### src/rtl/gamepad_pmod_receiver.sv
// rtl/gamepad_pmod_receiver.sv - Gamepad Pmod serial receiver with presence detect and link-loss timeout (option macro: GAMEPAD_PRESS_EVT_EN)
module gamepad_pmod_receiver #(
    parameter int SHIFT_BITS     = 24,
    parameter int TIMEOUT_CYCLES = 2_000_000
) (
    input  logic        clk,
    input  logic        reset,
    input  logic        pmod_data,
    input  logic        pmod_clk,
    input  logic        pmod_latch,
    output logic [11:0] buttons,
    output logic        present,
    output logic        valid
`ifdef GAMEPAD_PRESS_EVT_EN
    ,
    output logic [11:0] press_evt
`endif
);

    localparam int TW = $clog2(TIMEOUT_CYCLES + 1);
    localparam logic [TW-1:0] TMAX = TW'(TIMEOUT_CYCLES);

    // Synchroniser chains; clk and latch carry an extra history stage for edge detection
    logic data_meta_q, data_meta_d, data_sync_q, data_sync_d;
    logic clk_meta_q, clk_meta_d, clk_sync_q, clk_sync_d, clk_hist_q, clk_hist_d;
    logic latch_meta_q, latch_meta_d, latch_sync_q, latch_sync_d, latch_hist_q, latch_hist_d;

    logic [SHIFT_BITS-1:0] shreg_q, shreg_d;
    logic [TW-1:0]         tcnt_q, tcnt_d;
    logic [11:0]           buttons_q, buttons_d;
    logic                  present_q, present_d;
    logic                  valid_q, valid_d;
`ifdef GAMEPAD_PRESS_EVT_EN
    logic [11:0]           press_evt_q, press_evt_d;
`endif

    logic        clk_rise;
    logic        latch_rise;
    logic [11:0] word;
    logic [11:0] new_buttons;
    logic        timeout_hit;

    // Next-state logic: shift, capture (on pre-shift shreg), and saturating link timeout
    always_comb begin
        data_meta_d  = pmod_data;
        data_sync_d  = data_meta_q;
        clk_meta_d   = pmod_clk;
        clk_sync_d   = clk_meta_q;
        clk_hist_d   = clk_sync_q;
        latch_meta_d = pmod_latch;
        latch_sync_d = latch_meta_q;
        latch_hist_d = latch_sync_q;

        clk_rise   = clk_sync_q & ~clk_hist_q;
        latch_rise = latch_sync_q & ~latch_hist_q;

        // All-ones is what an unconnected (pulled-up) line shifts in
        word        = shreg_q[11:0];
        new_buttons = (&word) ? 12'h000 : word;

        shreg_d = clk_rise ? {shreg_q[SHIFT_BITS-2:0], data_sync_q} : shreg_q;

        if (latch_rise) begin
            tcnt_d = '0;
        end else if (tcnt_q == TMAX) begin
            tcnt_d = tcnt_q;
        end else begin
            tcnt_d = tcnt_q + TW'(1);
        end
        timeout_hit = !latch_rise && (tcnt_q != TMAX) && (tcnt_d == TMAX);

        buttons_d = buttons_q;
        present_d = present_q;
        valid_d   = 1'b0;
        if (latch_rise) begin
            buttons_d = new_buttons;
            present_d = ~(&word);
            valid_d   = 1'b1;
        end else if (timeout_hit) begin
            buttons_d = 12'h000;
            present_d = 1'b0;
        end

`ifdef GAMEPAD_PRESS_EVT_EN
        // Compared against the register, which reads 0 after a timeout clear
        press_evt_d = latch_rise ? (new_buttons & ~buttons_q) : 12'h000;
`endif
    end

    // State register with synchronous active-high reset
    always_ff @(posedge clk) begin
        if (reset) begin
            data_meta_q  <= 1'b0;
            data_sync_q  <= 1'b0;
            clk_meta_q   <= 1'b0;
            clk_sync_q   <= 1'b0;
            clk_hist_q   <= 1'b0;
            latch_meta_q <= 1'b0;
            latch_sync_q <= 1'b0;
            latch_hist_q <= 1'b0;
            shreg_q      <= '0;
            tcnt_q       <= '0;
            buttons_q    <= 12'h000;
            present_q    <= 1'b0;
            valid_q      <= 1'b0;
`ifdef GAMEPAD_PRESS_EVT_EN
            press_evt_q  <= 12'h000;
`endif
        end else begin
            data_meta_q  <= data_meta_d;
            data_sync_q  <= data_sync_d;
            clk_meta_q   <= clk_meta_d;
            clk_sync_q   <= clk_sync_d;
            clk_hist_q   <= clk_hist_d;
            latch_meta_q <= latch_meta_d;
            latch_sync_q <= latch_sync_d;
            latch_hist_q <= latch_hist_d;
            shreg_q      <= shreg_d;
            tcnt_q       <= tcnt_d;
            buttons_q    <= buttons_d;
            present_q    <= present_d;
            valid_q      <= valid_d;
`ifdef GAMEPAD_PRESS_EVT_EN
            press_evt_q  <= press_evt_d;
`endif
        end
    end

    assign buttons = buttons_q;
    assign present = present_q;
    assign valid   = valid_q;
`ifdef GAMEPAD_PRESS_EVT_EN
    assign press_evt = press_evt_q;
`endif

endmodule

### config.mk
export PLATFORM = sky130hd
export DESIGN_NAME = gamepad_pmod_receiver
export DESIGN_NICKNAME = d
export VERILOG_FILES = /design/src/rtl/gamepad_pmod_receiver.sv
export SDC_FILE = /design/constraint.sdc
export NUM_CORES = 1
export LEC_CHECK = 0
export ABC_AREA = 1
export CELL_PAD_IN_SITES_DETAIL_PLACEMENT = 2
export CELL_PAD_IN_SITES_GLOBAL_PLACEMENT = 2
export CORE_MARGIN = 4
export CORE_UTILIZATION = 36
export CTS_CLUSTER_DIAMETER = 40
export CTS_CLUSTER_SIZE = 25
export DETAILED_ROUTE_END_ITERATION = 10
export PLACE_DENSITY = 0.91
export RECOVER_POWER = 50
export SLEW_MARGIN = 20
export SYNTH_ARGS = -nofsm -noshare
export SYNTH_HDL_FRONTEND = slang
export SYNTH_SLANG_ARGS = --single-unit
export TNS_END_PERCENT = 20
### constraint.sdc
create_clock -name clk -period 3.1 [get_ports clk]
set_input_delay 0.31 -clock clk [delete_from_list [all_inputs] [get_ports clk]]
set_output_delay 0.31 -clock clk [all_outputs]
set_load 0.01 [all_outputs]
==> impl_results.md, run 1 <==
* WL met3 at about 140 microns
* Synthesized instance count at ~380
* CTS resizes at 0
* Sequential power share at between 50% and 60%
* Worst reg2reg endpoint: buttons[0]
* Synth Register Bits at 55
* Register Area at between 0.001 and 0.0015 sq mm
* Adder-cell share of the synthesized area at less than 1%
* Top Layer Used: met4
* Worst setup margin at between 0.3 and 0.4 ns
* Tot GR Track Use at between 10% and 20%
* Fmax at 0.362 GHz
* Worst Path Arrival at 2.94 ns
* Worst path slowest cell: dfxtp_1
* Max reg flops at 21
* Global route overflow at 0
* M1 WL at 3560 microns
* Multi-input logic area at roughly 0.0014 sq mm
* Crit Path Class: reg -> reg
* P&R area growth vs syn at 12.4%
* Slowest stage delay, CP at 0.49 ns
* Worst Tran Pin Value at approximately 0.88 ns
* Antenna-violating nets left at 0
* Port bufs at 18
* Avg Vias per Cell at between 4 and 5
* Worst VDD drop at 0.000208 V
* Cell mode on critical path: nand2_1
* Setup violations, final at 0
* Min-delay src: clk_meta_q
* RSZ-0062 raised after global routing: false
* Vias in the first global route at 2763
* Total wire length at 8080 microns
* Leak Pwr at approximately 0.0010 uW
* Crit path time final at 2.76 ns
* Synth Area in Simple Gates at about two fifths
* RD Place Congestion at 0.876
* Synth unique cells at 26
* Most frequent cells in the layout: nand2_1 (91), nor2_1 (70), dfxtp_1 (55)
* Crit path max fanout at 13
* Most used DFF post-synth: dfxtp_1
* Syn Nets at between 300 and 400
* Largest family of logic cells by synthesized area: simple AND/OR/NAND/NOR gates
* Clk_lat worst skew at about 0.32 ns
* Xor/xnor share of the synthesized area at 1.95%
* Pin count of the biggest net entering global routing at between 50 and 60
* Register with the highest flop count: tcnt_q
* Setup Buffers After CTS at 0
* Final worst clock skew at 0.00727 ns
* Wire length per cell at 16.4 microns
* Total power at 1290 uW
* PwrDens at ~430 mW/mm^2
* Core area at just over 0.007 sq mm
* Multiplexer share of the synthesized area at 0%
* Slew HR at about two fifths
* Mapped cell area at between 0.002 and 0.003 sq mm
* P_int at 978 uW
* Die area at a little under 0.009 sq mm
* Fin nets at 400
* Initial antenna violation count at 0
* Number of CTS-inserted buffers at 5
* Setup tns final at 0 ns
* Sequential element share of the synthesized area at between 40% and 50%
* Slew Viols, Final at 0
* CTS tree: built
* Top delay family on crit path: simple AND/OR/NAND/NOR gates
* Synth Area in Compound Gates at under 10%
* Critical-path cell list: ha_1 -> nand2_2 -> nor2_4 -> nand2_4 -> nor2_1 -> nand2_1 -> xor2_1 -> nand2_1 -> nor3_1 -> nand3_2 -> nand3_1 -> a21oi_1
* Ant. Diodes at 0
* Die Span Y at 94.6 microns
* WHS Path Cells at 2
* Critical path endpoint category: flip-flop
* Critical Path Start Type: flip-flop
* Vias at approximately 2500
* Crit share post-route at between 80% and 90%
* FF-to-FF setup slack at ~0.34 ns
* Outcome: finished, final reports clean
* Share of cells above drive strength 1 at 11.4%
* Final hold violations at 0
* DR iter-0 viols at roughly 60
* Synth Area per Inst at a little over 7 sq um
* WL met2 at ~4200 microns
* Switching fraction of total power at about a quarter
* Hold Crit Class: reg -> reg
* Hold EP: clk_hist_d
* Fill count at just under 900
* Synth warn at 0
* Max Cap Viol at 0
* Clock-pin slew of the registers on the worst-case setup and hold paths at between 0.1 and 0.15 ns
* Clock sinks at 55
* Initial DRT Pass Iterations at 4
* Hpwl dp at 5960 microns
* First-pass GRT wire length at roughly 14000 microns
* I/O pin total at 19
* Reg2reg start: tcnt_q[0]
* Die Wd at approximately 95 microns
* Row count at 31
* Ys async rst share at 0%
* CTS Buffer Depth at 2
* DR DRC count at 0
* Psw at between 300 and 400 uW
* CP Buf/Inv Count at 0
* Post-synth EDFFs at 0
* Post-place setup slack at approximately 0.35 ns
* Hold Buf Count CTS at 0
* Most common cell after layout, fill and taps aside: nand2_1
* CTS root buf: clkbuf_8
* Clock Power Share at just under 40%
* Final core occ at 41.8%
* CTS HTree Levels at 2
* Reg2Reg Depth at 12
* Initial Util at a little under two fifths
* Gate power share at ~5.1%
* Data required, critical path at 3.28 ns
==> per-layer routing <==
| layer | vias up | global-route usage [%] |
|---|---|---|
| met1 | 1204 | 23.5 |
| li1 | 1223 | - |
| met3 | 10 | 2.95 |
| met5 | - | 0 |
| met2 | 22 | 36.5 |
| met4 | 0 | 5.29 |
==> power by group through the flow <==
stage               clock network (uW)  registers [uW]  logic [uW]
floorplan                            0             737        49.3
global placement                     0             739        63.0
detailed placement                   0             740        66.7
CTS                                517             723        67.9
global route                       544             725        75.7
finish                             504             723        65.9
==> synth_stat cells (all sizes together), types with 2 or more instances <==
cell          n  area, sq um
xnor2         2         17.5
a21oi        31          196
nor3          4         25.0
dfxtp        55         1100
nand3        44          285
o21ai         8         40.0
xor2          4         35.0
ha            2         25.0
dlygate4sd1   3         26.3
inv          39          146
nand4         5         31.3
nand2        93          362
nor2         77          332
clkbuf        6         22.5
buf           4         41.3
==> stage by stage <==
stage               hold slack, ns  instances  instance area, sq um
CTS                          0.416        493                  3040
floorplan                    0.388        379                  2700
global placement             0.392        485                  2920
finish                       0.412        493                  3040
global route                 0.438        493                  3040
detailed placement           0.402        485                  2920
==> kinds of logic after synthesis <==
logic type               Yosys count
AO/OA/AOI/OAI                     40
XOR/XNOR                           6
adder cells (fa/ha/maj)            2
buffers and inverters             52
flip-flops                        55
AND/OR/NAND/NOR                  224
==> worst min-delay path, delay by kind of cell, from the launching register on <==
kind	cells	cell delay, ns
flops	1	0.31
simple gates	1	0.03
buf+inv	1	0.04
==> how the worst max path moves through the flow <==
stage                         start    endpoint  cells after the start
after floorplan           tcnt_q[0]  buttons[1]                     13
after global placement    tcnt_q[0]  buttons[0]                     12
after detailed placement  tcnt_q[0]  buttons[0]                     12
after CTS                 tcnt_q[0]  buttons[0]                     12
after global routing      tcnt_q[0]  buttons[0]                     12
final                     tcnt_q[0]  buttons[0]                     12
==> cell type report <==
type / instances / area share, %
multi-input cells: 272 / 44.8
flip-flops and latches: 55 / 36.3
inverters: 39 / 4.82
clock buffers: 5 / 2.27
well taps: 99 / 4.08
repair buffers: 20 / 6.22
clock inverters: 3 / 1.53
No activity file was read; power rests on OpenSTA's default activity.
==> run 2: changes to the inputs <==
CORE_ASPECT_RATIO = 0.7   (was unset)
==> impl_results.md, run 2 (synthesis results as in run 1) <==
* Slew Viols, Final at 0 (unchanged)
* P_int at 897 uW (-8.3%)
* Number of CTS-inserted buffers at 5 (unchanged)
* CTS root buf: clkbuf_8
* Clock Power Share at 34.9% (-4.1 points)
* Setup tns final at 0 ns (unchanged)
* Crit path time final at 2.67 ns (-0.0921 ns)
* P&R area growth vs syn at 12.0%
* CTS Buffer Depth at 2 (unchanged)
* Gate power share at 5.7% (+0.6 points)
* Worst setup margin at 0.432 ns (+0.0921 ns)
* Row count at 26 (-16%)
* Antenna-violating nets left at 0 (unchanged)
* Worst Path Arrival at 2.82 ns (-0.12 ns)
* Max Cap Viol at 0 (unchanged)
* DR DRC count at 0 (unchanged)
* Hold Crit Class: reg -> reg
* PwrDens at 402 mW/mm^2 (-5.6%)
* FF-to-FF setup slack at 0.43 ns (+0.09 ns)
* Die Span Y at 80.5 microns (-15%)
* Design area at 0.00302 sq mm (-0.41%)
* WHS Path Cells at 2 (unchanged)
* Die Wd at 112 microns (+18%)
* Setup Buffers After CTS at 0 (unchanged)
* Initial antenna violation count at 0 (unchanged)
* Leak Pwr at 0.00104 uW (-0.28%)
* Vias at 2526 (+2.7%)
* Post-place setup slack at 0.519 ns (+0.168 ns)
* Hold EP: latch_hist_d
* Final core occ at 41.5% (-0.37 points)
* Clk_lat worst skew at 0.32 ns (about the same)
* Crit path max fanout at 13 (unchanged)
* Worst VDD drop at 0.000186 V (-10%)
* Worst Tran Pin Value at 1.22 ns (+0.336 ns)
* First-pass GRT wire length at 14400 microns (+4.0%)
* Total power at 1220 uW (-6.0%)
* Reg2reg start: tcnt_q[15]
* Most frequent cells in the layout: nand2_1 (90), nor2_1 (70), dfxtp_1 (55)
* Crit. Startpoint: tcnt_q[15]
* Wire length per cell at 18.1 microns (+10%)
* Outcome: finished, final reports clean
* Core area at 0.00729 sq mm (+0.47%)
* Initial DRT Pass Iterations at 4 (unchanged)
* Worst reg2reg endpoint: buttons[0]
* Critical path endpoint category: flip-flop
* Sequential power share at 59.4% (+3.5 points)
* Switching fraction of total power at 26.2% (+1.8 points)
* Pin count of the biggest net entering global routing at 25 (-55%)
* DR iter-0 viols at 115 (+89%)
* Setup violations, final at 0 (unchanged)
* Avg Vias per Cell at 5.11 (+2.5%)
* Ant. Diodes at 0 (unchanged)
* Reg2Reg Depth at 13 (+1)
* Port bufs at 18 (unchanged)
* CTS HTree Levels at 2 (unchanged)
* Die area at 0.00897 sq mm (+0.25%)
* Fill count at 885 (+0.11%)
* I/O pin total at 19 (unchanged)
* Fin nets at 402 (+0.50%)
* Slew HR at 18.9% (-22 points)
* Clock sinks at 55 (unchanged)
* Final worst clock skew at 0.0163 ns (+0.00904 ns)
* Final hold violations at 0 (unchanged)
* CTS resizes at 0 (unchanged)
* Data required, critical path at 3.25 ns (-0.03 ns)
* Placement Cell Area at 0.00294 sq mm (+0.47%)
* Crit Path Class: reg -> reg
* RD Place Congestion at 0.837 (-4.5%)
* Register with the highest flop count: tcnt_q
* Crit share post-route at 86.1% (-3.0 points)
* Total wire length at 8940 microns (+11%)
* Min-delay src: latch_meta_q
* Initial Util at 37.1% (-0.17 points)
* Tot GR Track Use at 20.7% (+0.96 points)
* CTS tree: built
* Share of cells above drive strength 1 at 11.6% (+0.19 points)
* Critical Path Start Type: flip-flop
* Most common cell after layout, fill and taps aside: nand2_1
* Hold Buf Count CTS at 0 (unchanged)
* Clock-pin slew of the registers on the worst-case setup and hold paths at 0.11 ns (about the same)
* Register Area at 0.00110 sq mm (unchanged)
* Multi-input logic area at 0.00136 sq mm (+0.18%)
* Vias in the first global route at 2712 (-1.8%)
* Psw at 318 uW (+1.2%)
* Global route overflow at 0 (unchanged)
* Hpwl dp at 6860 microns (+15%)
* Max reg flops at 21 (unchanged)
* Fmax at 0.375 GHz (+3.5%)
* RSZ-0062 raised after global routing: false
-- run 2: power groups by stage --
stage	registers (uW)	clock network (uW)	logic [uW]
finish	722	425	69.2
CTS	722	428	72.0
global route	724	458	78.9
floorplan	737	0	49.3
detailed placement	738	0	71.8
global placement	738	0	67.6
-- run 2: cell type report --
cell class | count | share of cell area, %
Clock buffer | 5 | 2.28
Clock inverter | 3 | 0.828
Inverter | 39 | 4.84
Multi-Input combinational cell | 272 | 45.1
Sequential cell | 55 | 36.4
Tap cell | 98 | 4.06
Timing Repair Buffer | 22 | 6.50
-- run 2: how the worst max path moves through the flow --
stage / end / slack (ns) / depth (start not counted)
final: buttons[0] / 0.43 / 13
after global routing: buttons[0] / 0.24 / 14
after CTS: buttons[0] / 0.48 / 14
after detailed placement: buttons[0] / 0.52 / 14
after global placement: buttons[0] / 0.73 / 14
after floorplan: buttons[1] / 1.16 / 13
-- run 2: metal layers --
layer / track usage [%] / wire length [microns] / part of all wire, %
met1: 27.3 / 4320 / 48
met2: 36.1 / 4200 / 47
met3: 3.77 / 349 / 3.9
met4: 3.52 / 65 / 0.73
met5: 0 / 0 / 0
-- run 2: critical path, cell delays in order, from the launching register on --
cell and delay, ns:
dfxtp_1 0.48, nand2_1 0.13, nor2_1 0.25, nand2_1 0.13, nor2_1 0.23, nand2_1 0.09, nand2_1 0.09, nand3_2 0.08
nor2_1 0.14, nand2_1 0.08, nor2_2 0.15, nand3_2 0.35, nand3_1 0.20, a21oi_1 0.11
-- run 2: metrics by stage --
stage / hold WS [ns] / instances
after CTS: 0.416 / 494
final: 0.412 / 494
after detailed placement: 0.401 / 486
after global placement: 0.394 / 486
after floorplan: 0.388 / 379
after global routing: 0.440 / 494
==> run 3: changes to the inputs <==
CELL_PAD_IN_SITES_DETAIL_PLACEMENT = 1   (was 2)
CORE_MARGIN = 1   (was 4)
GPL_TIMING_DRIVEN = 0   (was unset)
==> impl_results.md, run 3 (synthesis results as in run 1) <==
* Outcome: finished, final reports clean
* Slew Viols, Final at 0 (unchanged)
* Setup violations, final at 0 (unchanged)
* I/O pin total at 19 (unchanged)
* FF-to-FF setup slack at 0.48 ns (+0.05 ns)
* First-pass GRT wire length at 12100 microns (-16%)
* DR DRC count at 0 (unchanged)
* PwrDens at 397 mW/mm^2 (-1.2%)
* Top delay family on crit path: simple AND/OR/NAND/NOR gates
* P&R area growth vs syn at 12.9%
* Die area at 0.00786 sq mm (-12%)
* Most frequent cells in the layout: nand2_1 (91), nor2_1 (72), dfxtp_1 (55)
* Final core occ at 41.8% (+0.34 points)
* Initial DRT Pass Iterations at 4 (unchanged)
* Reg2Reg Depth at 11 (-2)
* Hold EP: clk_hist_d
* Port bufs at 17 (-1)
* Hpwl dp at 5790 microns (-15%)
* Crit path time final at 2.62 ns (-0.0510 ns)
* Register with the highest flop count: tcnt_q
* RSZ-0062 raised after global routing: false
* Critical-path cell list: inv_1 -> nor2_1 -> inv_1 -> clkbuf_1 -> nand3_1 -> nand3_1 -> nor3_1 -> nand3_2 -> buf_6 -> nand3_2 -> a21oi_2
* Hold Buf Count CTS at 0 (unchanged)
* Avg Vias per Cell at 4.85 (-5.2%)
* Wire length per cell at 14.5 microns (-20%)
* Ant. Diodes at 0 (unchanged)
* Die Span Y at 74.5 microns (-7.5%)
* Max reg flops at 21 (unchanged)
* Setup Buffers After CTS at 0 (unchanged)
* Total power at 1210 uW (-0.38%)
* Worst Tran Pin Value at 0.620 ns (-0.596 ns)
* Setup tns final at 0 ns (unchanged)
* CTS resizes at 0 (unchanged)
* Total wire length at 7280 microns (-19%)
* Slew HR at 58.5% (+40 points)
* Fin nets at 410 (+2.0%)
* Crit path max fanout at 10 (-3)
* Final hold violations at 0 (unchanged)
* CP Buf/Inv Count at 4 (+4)
* RD Place Congestion at 0.784 (-6.3%)
* Post-place setup slack at 0.679 ns (+0.160 ns)
* Clk_lat worst skew at 0.31 ns (about the same)
* Fmax at 0.382 GHz (+1.9%)
* Most common cell after layout, fill and taps aside: nand2_1
* CTS tree: built
* Number of CTS-inserted buffers at 5 (unchanged)
* Worst path slowest cell: nor2_1
* Pin count of the biggest net entering global routing at 19 (-24%)
* Tot GR Track Use at 20.2% (-0.52 points)
* Global route overflow at 0 (unchanged)
* Initial antenna violation count at 0 (unchanged)
* Vias at 2433 (-3.7%)
* Vias in the first global route at 2369 (-13%)
* Crit share post-route at 84.4% (-1.6 points)
* DR iter-0 viols at 99 (-14%)
* Data required, critical path at 3.29 ns (+0.04 ns)
* Row count at 26 (unchanged)
* Design area at 0.00305 sq mm (+0.83%)
* Hold Crit Class: reg -> reg
* Worst Path Arrival at 2.81 ns (about the same)
* Crit Path Class: reg -> reg
* Final worst clock skew at 0.00400 ns (-0.0123 ns)
* Critical Path Start Type: flip-flop
* CTS Buffer Depth at 2 (unchanged)
* Die Wd at 106 microns (-5.4%)
* Max Cap Viol at 0 (unchanged)
* Clock sinks at 55 (unchanged)
* Leak Pwr at 0.00105 uW (+0.76%)
* CTS HTree Levels at 2 (unchanged)
* Reg2reg start: latch_hist_d
* Placement Cell Area at 0.00299 sq mm (+1.9%)
* Worst reg2reg endpoint: buttons[4]
* Slowest stage delay, CP at 0.47 ns (about the same)
* Min-delay src: clk_meta_q
* Clock-pin slew of the registers on the worst-case setup and hold paths at 0.10 ns (about the same)
* Worst VDD drop at 0.000213 V (+14%)
* Initial Util at 37.1% (unchanged)
* WHS Path Cells at 2 (unchanged)
* Antenna-violating nets left at 0 (unchanged)
* Core area at 0.00729 sq mm (unchanged)
* Share of cells above drive strength 1 at 10.4% (-1.2 points)
* Worst setup margin at 0.483 ns (+0.0510 ns)
* Critical path endpoint category: flip-flop
* CTS root buf: clkbuf_8
## run 3: layer usage
metal	up-vias	track usage, %	wire, microns
met2	29	30.6	2910
met5	-	0	0
met3	4	3.42	242
li1	1246	-	-
met4	0	3.24	31
met1	1154	30.5	4100
## run 3: cell type report
class,count,area (sq um)
plain buffers,13,71.3
clock inverters,3,22.5
inverters,39,146
well taps,98,123
repair buffers,17,170
flip-flops and latches,55,1100
fillers,947,4240
clock buffers,5,68.8
multi-input cells,272,1350
## run 3: power breakdown
part,internal [uW],total [uW],switching [uW]
logic,21.2,68.3,47.0
clock network,163,422,259
registers,715,721,6.45
total,899,1210,312
## run 3: stage by stage
stage               std cells  hold WS [ns]
global route              502         0.433
CTS                       502         0.251
global placement          494         0.391
finish                    502         0.415
detailed placement        494         0.403
floorplan                 379         0.388
## run 3: worst register-to-register path, delay by kind of cell (launching register included)
kind,cells,cell delay [ns]
compound gates,1,0.06
buf+inv,4,0.91
flops,1,0.32
simple gates,6,1.20
## run 3: worst max-delay path by stage
stage                       startpoint         end  slack [ns]  cells after the start
final                     latch_hist_d  buttons[4]        0.48                     11
after floorplan              tcnt_q[0]  buttons[1]        1.16                     13
after detailed placement  latch_hist_d  buttons[4]        0.68                     12
after global placement    latch_hist_d  buttons[4]        0.73                     12
after global routing      latch_hist_d  buttons[9]        0.22                     11
after CTS                 latch_hist_d  buttons[4]        0.66                     12
==> patch 1 (settings of run 2) <==
Make the reset (`reset`) asynchronous in one clocked block. Comments in the files are not updated.
--- a/src/rtl/gamepad_pmod_receiver.sv
+++ b/src/rtl/gamepad_pmod_receiver.sv
@@ -89,5 +89,5 @@
 
     // State register with synchronous active-high reset
-    always_ff @(posedge clk) begin
+    always_ff @(posedge clk or posedge reset) begin
         if (reset) begin
             data_meta_q  <= 1'b0;
Check against the original RTL: differs if reset is asserted again (counterexample within 4 cycles, from zero or initial values and one cycle with reset high); with reset held inactive, the same outputs for 10 cycles.
==> patch 1 against run 2 <==
- sequential cell count unchanged
- hold slack got worse by 62 ps
- area after synthesis increased by 6.5%
- setup slack improved by 62 ps
- critical path type unchanged
- non-clock buffer count unchanged
- design area increased by 8.8%
- highest routed layer unchanged
- routed wire length increased by 6.5%
Power is not compared: it rests on default switching activity, and its combinational part moved more than twofold at a synthesized area within 25%.
==> patch 1: results (changes against run 2) <==
Synthesis:
- The dominant synthesized flop cell is dfrtp_1 (was dfxtp_1).
- The sequential-to-total area share from yosys stat is 0.479 (was 0.408).
- Commonest cells post-synth: 90 x nand2_1, 57 x inv_1, 55 x dfrtp_1, 36 x nor2_1, 35 x nand3_1 (was 90 x nand2_1, 70 x nor2_1, 55 x dfxtp_1, 38 x inv_1, 31 x nand3_1).
- Cell types with the largest area share after synthesis: dfrtp_1 48%, nand2_1 12%, inv_1 7.4% (was dfxtp_1 41%, nand2_1 13%, nor2_1 9.7%).
- The number of distinct library cells after synthesis is 27 (was 26).
- The async set or reset register ratio after synthesis is 1.00 (was 0).
- The post-synth net total is 368 (was 386).

Routing:
- The via count is 2458 (was 2526).
- The DRC violation total after the first TritonRoute iteration is 94 (was 115).
- The wire length reported by the detailed router came to 9520 um (was 8940 um).

Setup path:
- The critical path startpoint is tcnt_q[0]$_DFF_PP0_ (was tcnt_q[15]$_SDFF_PP0_).
- The slowest cell on the critical path was dfrtp_1 (was dfxtp_1).
- The data arrival time of the worst path is 2800 ps (was 2820 ps).
- The family with the most delay on the worst path was simple AND/OR/NAND/NOR gates (unchanged).
- The critical path endpoint is buttons[8]$_DFFE_PP0P_ (was buttons[0]$_SDFFE_PP0P_).
- The largest driver fanout on the critical path was 13 (unchanged).
- The worst setup slack for register-to-register paths is 490 ps (was 430 ps).
- The depth of the worst register-to-register path was 12 (was 13).

Placed design:
- The pre-CTS worst setup slack is 580 ps (was 519 ps).
- The instance area at placement is 3160 um^2 (was 2940 um^2).
- The placer's final routability congestion estimate is 0.808 (was 0.837).
- The number of buffers inserted by port buffering is 18 (unchanged).
- The sum of net half-perimeters after detailed placement is 6860 um (about the same).

Global route:
- The maximum number of pins on one net before global-route repair is 27 (was 25).
- The global-route wire length before repair is 15500 um (was 14400 um).
- The total routing resource utilization after global routing is 0.220 (was 0.207).
- The via count of the first global-routing pass is 2743 (was 2712).

Cells and area:
- The number of diodes added for antenna fixing was 0 (unchanged).
- The number of nets in the final layout is 389 (was 402).
- The layout cell share with drive strength beyond 1 is 0.138 (was 0.116).

Clocking:
- The number of CTS-inserted buffers is 5 (unchanged).
- The clock edge transition at the registers on the reported setup and hold paths was 80 ps (was 110 ps).
- The number of gates given a new drive strength after cts is 0 (unchanged).
- The buffer cell driving the clock tree root is clkbuf_16 (was clkbuf_8).
- The post-CTS setup buffer count is 0 (unchanged).

Power:
- IR analysis of the VDD net gives a maximum drop of 239 uV.
- The analysis attributes to cell leakage a power of 0.00158 uW.

STA:
- The relative slew slack is 0.0168 (was 0.189).
- The worst setup skew after layout is 15.7 ps (was 16.3 ps).
- The share of the clock period used by the worst path was 0.841 (was 0.861).

Run status:
- Run status: complete, no violations (unchanged).
patch 1: changes by cell type after synthesis, moves of 10 or more:
cell / before / now
nor2_1: 70 / 36
dfrtp_1: 0 / 55
a21oi_1: 20 / 5
inv_1: 38 / 57
nand2_2: 2 / 12
dfxtp_1: 55 / 0
a21oi_2: 11 / 1
patch 1: layout make-up:
class,instances,area (um^2)
multi-input cells,237,1220
inverters,61,229
clock buffers,6,129
repair buffers,22,203
fillers,874,4230
flip-flops and latches,55,1380
well taps,98,123
clock inverters,2,12.5
patch 1: logic make-up after synthesis:
group	share of synthesized area
DFF	0.479
and+or+nand+nor	0.356
adders and majority gates	0.00870
AOI/OAI and AO/OA	0.0457
xor gates and xnor gates	0.00914
buffers and inverters	0.0979
muxes	0.00392
patch 1: worst min path at each step:
stage	startpoint	endpoint	slack (ps)	cells past startpoint
2_1_floorplan	clk_meta_q$_DFF_PP0_	clk_hist_d$_DFF_PP0_	330	0
3_3_place_gp	clk_meta_q$_DFF_PP0_	clk_hist_d$_DFF_PP0_	330	0
3_5_place_dp	latch_meta_q$_DFF_PP0_	latch_hist_d$_DFF_PP0_	340	0
4_1_cts	reset	shreg_q[2]$_DFFE_PP0P_	300	2
5_1_grt	latch_meta_q$_DFF_PP0_	latch_hist_d$_DFF_PP0_	370	0
6_report	latch_meta_q$_DFF_PP0_	latch_hist_d$_DFF_PP0_	350	0
patch 1: worst reg2reg max path, delay by kind of cell, from the launching register on:
family,cells,cell delay (ps)
AO/OA/AOI/OAI,1,80
flip-flops,1,480
AND/OR/NAND/NOR,10,1680
adder cells (fa/ha/maj),1,250
patch 1: power by group:
| part | total (uW) | switching (uW) | internal, uW | leakage [uW] |
|---|---|---|---|---|
| Sequential | 896 | 90.7 | 805 | 0.000721 |
| Combinational | 347 | 203 | 144 | 0.000795 |
| Clock | 581 | 281 | 300 | 0.0000669 |
| Total | 1820 | 574 | 1250 | 0.00158 |
patch 1: routing by layer:
metal / track usage / part of all wire / vias up
met1: 0.288 / 0.47 / 1264
met3: 0.0457 / 0.032 / 6
met2: 0.386 / 0.49 / 32
met5: 0 / 0 / -
li1: - / - / 1156
met4: 0.0422 / 0.0054 / 0
patch 1: per-stage QoR:
stage / util / std cells
2_1_floorplan: - / 361
3_3_place_gp: 0.420 / 473
3_5_place_dp: 0.420 / 473
4_1_cts: 0.439 / 481
5_1_grt: 0.438 / 481
6_report: 0.438 / 481
==> patch 2 (config.mk and constraints of run 2) <==
Made on the original files. Build with the macro `GAMEPAD_PRESS_EVT_EN` defined.
--- a/src/rtl/gamepad_pmod_receiver.sv
+++ b/src/rtl/gamepad_pmod_receiver.sv
@@ -1,3 +1,5 @@
 // rtl/gamepad_pmod_receiver.sv - Gamepad Pmod serial receiver with presence detect and link-loss timeout (option macro: GAMEPAD_PRESS_EVT_EN)
+`define GAMEPAD_PRESS_EVT_EN
+
 module gamepad_pmod_receiver #(
     parameter int SHIFT_BITS     = 24,
Behaviour (old outputs only; new: press_evt): unchanged (equiv_simple and equiv_induct, registers matched by name and starting in step).
==> patch 2 against run 2 <==
- the flow now finishes with violations (max-capacitance violations, max-slew violations)
- clock power rose by 140%
- largest power group is now clock
- largest cell class unchanged
- design area rose by 19%
- sequential cell count rose by 12
- area after synthesis rose by 7.9%
- routed wire length rose by 21%
- sequential share of layout area rose by 0.79 points
- combinational power rose by 12%
- die area rose by 7.2%
- critical path depth fell by 7
- setup slack got worse by 77 ps
- total power rose by 65%
- sequential power rose by 23%
==> patch 2: results (changes against run 2) <==
Run status:
- Run status: complete, but fails checks (was complete, no violations).
- The final reports fail on max-capacitance violations, max-slew violations.

Setup path:
- The family with the most delay on the worst path is buffers and inverters (was simple AND/OR/NAND/NOR gates).
- The largest driver fanout on the critical path is 41 (was 13).
- The data arrival time of the worst path is 2970 ps (was 2820 ps).
- The slowest cell on the critical path is clkbuf_1 (was dfxtp_1).
- The longest individual stage delay on the worst path is 1400 ps (was 480 ps).

STA:
- The final hold slack came to 407 ps (was 412 ps).
- The worst setup skew after layout came to 6.82 ps (was 16.3 ps).
- The total count of max-transition violations in the final report is 42 (was 0).
- The slew at the pin closest to its max-slew limit came to 1960 ps (was 1220 ps).

Clocking:
- The clock insertion delay at the later pin of the skew report was 340 ps (was 320 ps).
- The number of CTS-inserted buffers is 9 (was 5).
- The buffer cell driving the clock tree root is clkbuf_16 (was clkbuf_8).
- The clock edge transition at the registers on the reported setup and hold paths is 60 ps (was 110 ps).

Power:
- The switching power of the nets is 457 uW (was 318 uW).
- The static leakage was 0.00156 uW (was 0.00104 uW).

Placed design:
- The number of buffers inserted by port buffering is 30 (was 18).
- The placer's final routability congestion estimate is 0.827 (was 0.837).

Cells and area:
- The layout cell share with drive strength beyond 1 is 0.133 (was 0.116).

Synthesis:
- The sequential-to-total area share from yosys stat is 0.460 (was 0.408).
- Cell types with the largest area share after synthesis: dfxtp_1 46%, nand2_1 10%, nor2_1 9.8% (was dfxtp_1 41%, nand2_1 13%, nor2_1 9.7%).
- The post-synth net total is 399 (was 386).

Global route:
- The total routing resource utilization after global routing is 0.235 (was 0.207).
- The via count of the first global-routing pass is 3123 (was 2712).

Routing:
- The DRC violation total after the first TritonRoute iteration is 194 (was 115).
- The via count is 2790 (was 2526).

Run:
- The number of max-cap violations was 1 (was 0).
-- patch 2: cell types whose count changed after synthesis, moves of 6 or more --
cell | before | now
dfxtp_1 | 55 | 67
nand2_1 | 90 | 79
nand2_2 | 2 | 14
nor2_1 | 70 | 76
a21oi_2 | 11 | 0
a21oi_1 | 20 | 13
-- patch 2: how the worst max path moves through the flow --
stage                                     endpoint  slack (ps)  depth (start not counted)            startpoint
after floorplan           buttons[10]$_SDFFE_PP0P_        1220                         15  tcnt_q[0]$_SDFF_PP0_
after global placement        present$_SDFFE_PP0P_         770                         14  tcnt_q[0]$_SDFF_PP0_
after detailed placement      present$_SDFFE_PP0P_         530                         14  tcnt_q[0]$_SDFF_PP0_
after CTS                  buttons[0]$_SDFFE_PP0P_         440                         14  tcnt_q[0]$_SDFF_PP0_
after global routing       buttons[6]$_SDFFE_PP0P_         130                          6                 reset
final                      buttons[6]$_SDFFE_PP0P_         360                          6                 reset
-- patch 2: cell families after synthesis --
| kind of cell | count (synthesis) | synth area share |
|---|---|---|
| buffers and inverters | 54 | 0.0743 |
| adder cells (fa/ha/maj) | 2 | 0.00859 |
| flip-flops | 67 | 0.460 |
| AO/OA/AOI/OAI | 28 | 0.0532 |
| XOR/XNOR | 3 | 0.00902 |
| AND/OR/NAND/NOR | 238 | 0.395 |
-- patch 2: metal layers --
layer  vias up  wire (um)  track usage
li1       1301          -            -
met1      1417       4870        0.300
met2        57       5260        0.385
met3        15        467       0.0612
met4         0        189       0.0746
met5         -          0            0
-- patch 2: metrics by stage --
step / std cells / area [um^2]
after floorplan: 392 / 2910
after global placement: 515 / 3310
after detailed placement: 515 / 3310
after CTS: 531 / 3610
after global routing: 531 / 3600
final: 531 / 3600
-- patch 2: layout make-up --
type,instances,area (um^2)
fillers,901,4270
repair buffers,34,327
flip-flops and latches,67,1340
well taps,101,126
clock buffers,12,246
inverters,42,158
clock inverters,4,50.0
multi-input cells,271,1360
-- patch 2: power groups by stage --
stage	clock, uW	combinational (uW)	sequential (uW)
2_1_floorplan	0	47.4	901
6_report	1040	77.3	887
5_1_grt	1080	86.2	888
3_3_place_gp	0	72.3	903
3_5_place_dp	0	76.4	904
4_1_cts	1050	78.6	887
-- patch 2: tightest hold or removal path, stage by stage, from the launching register on --
cell     delay, ps
dfxtp_1        290
inv_1           40
nor2_1          30
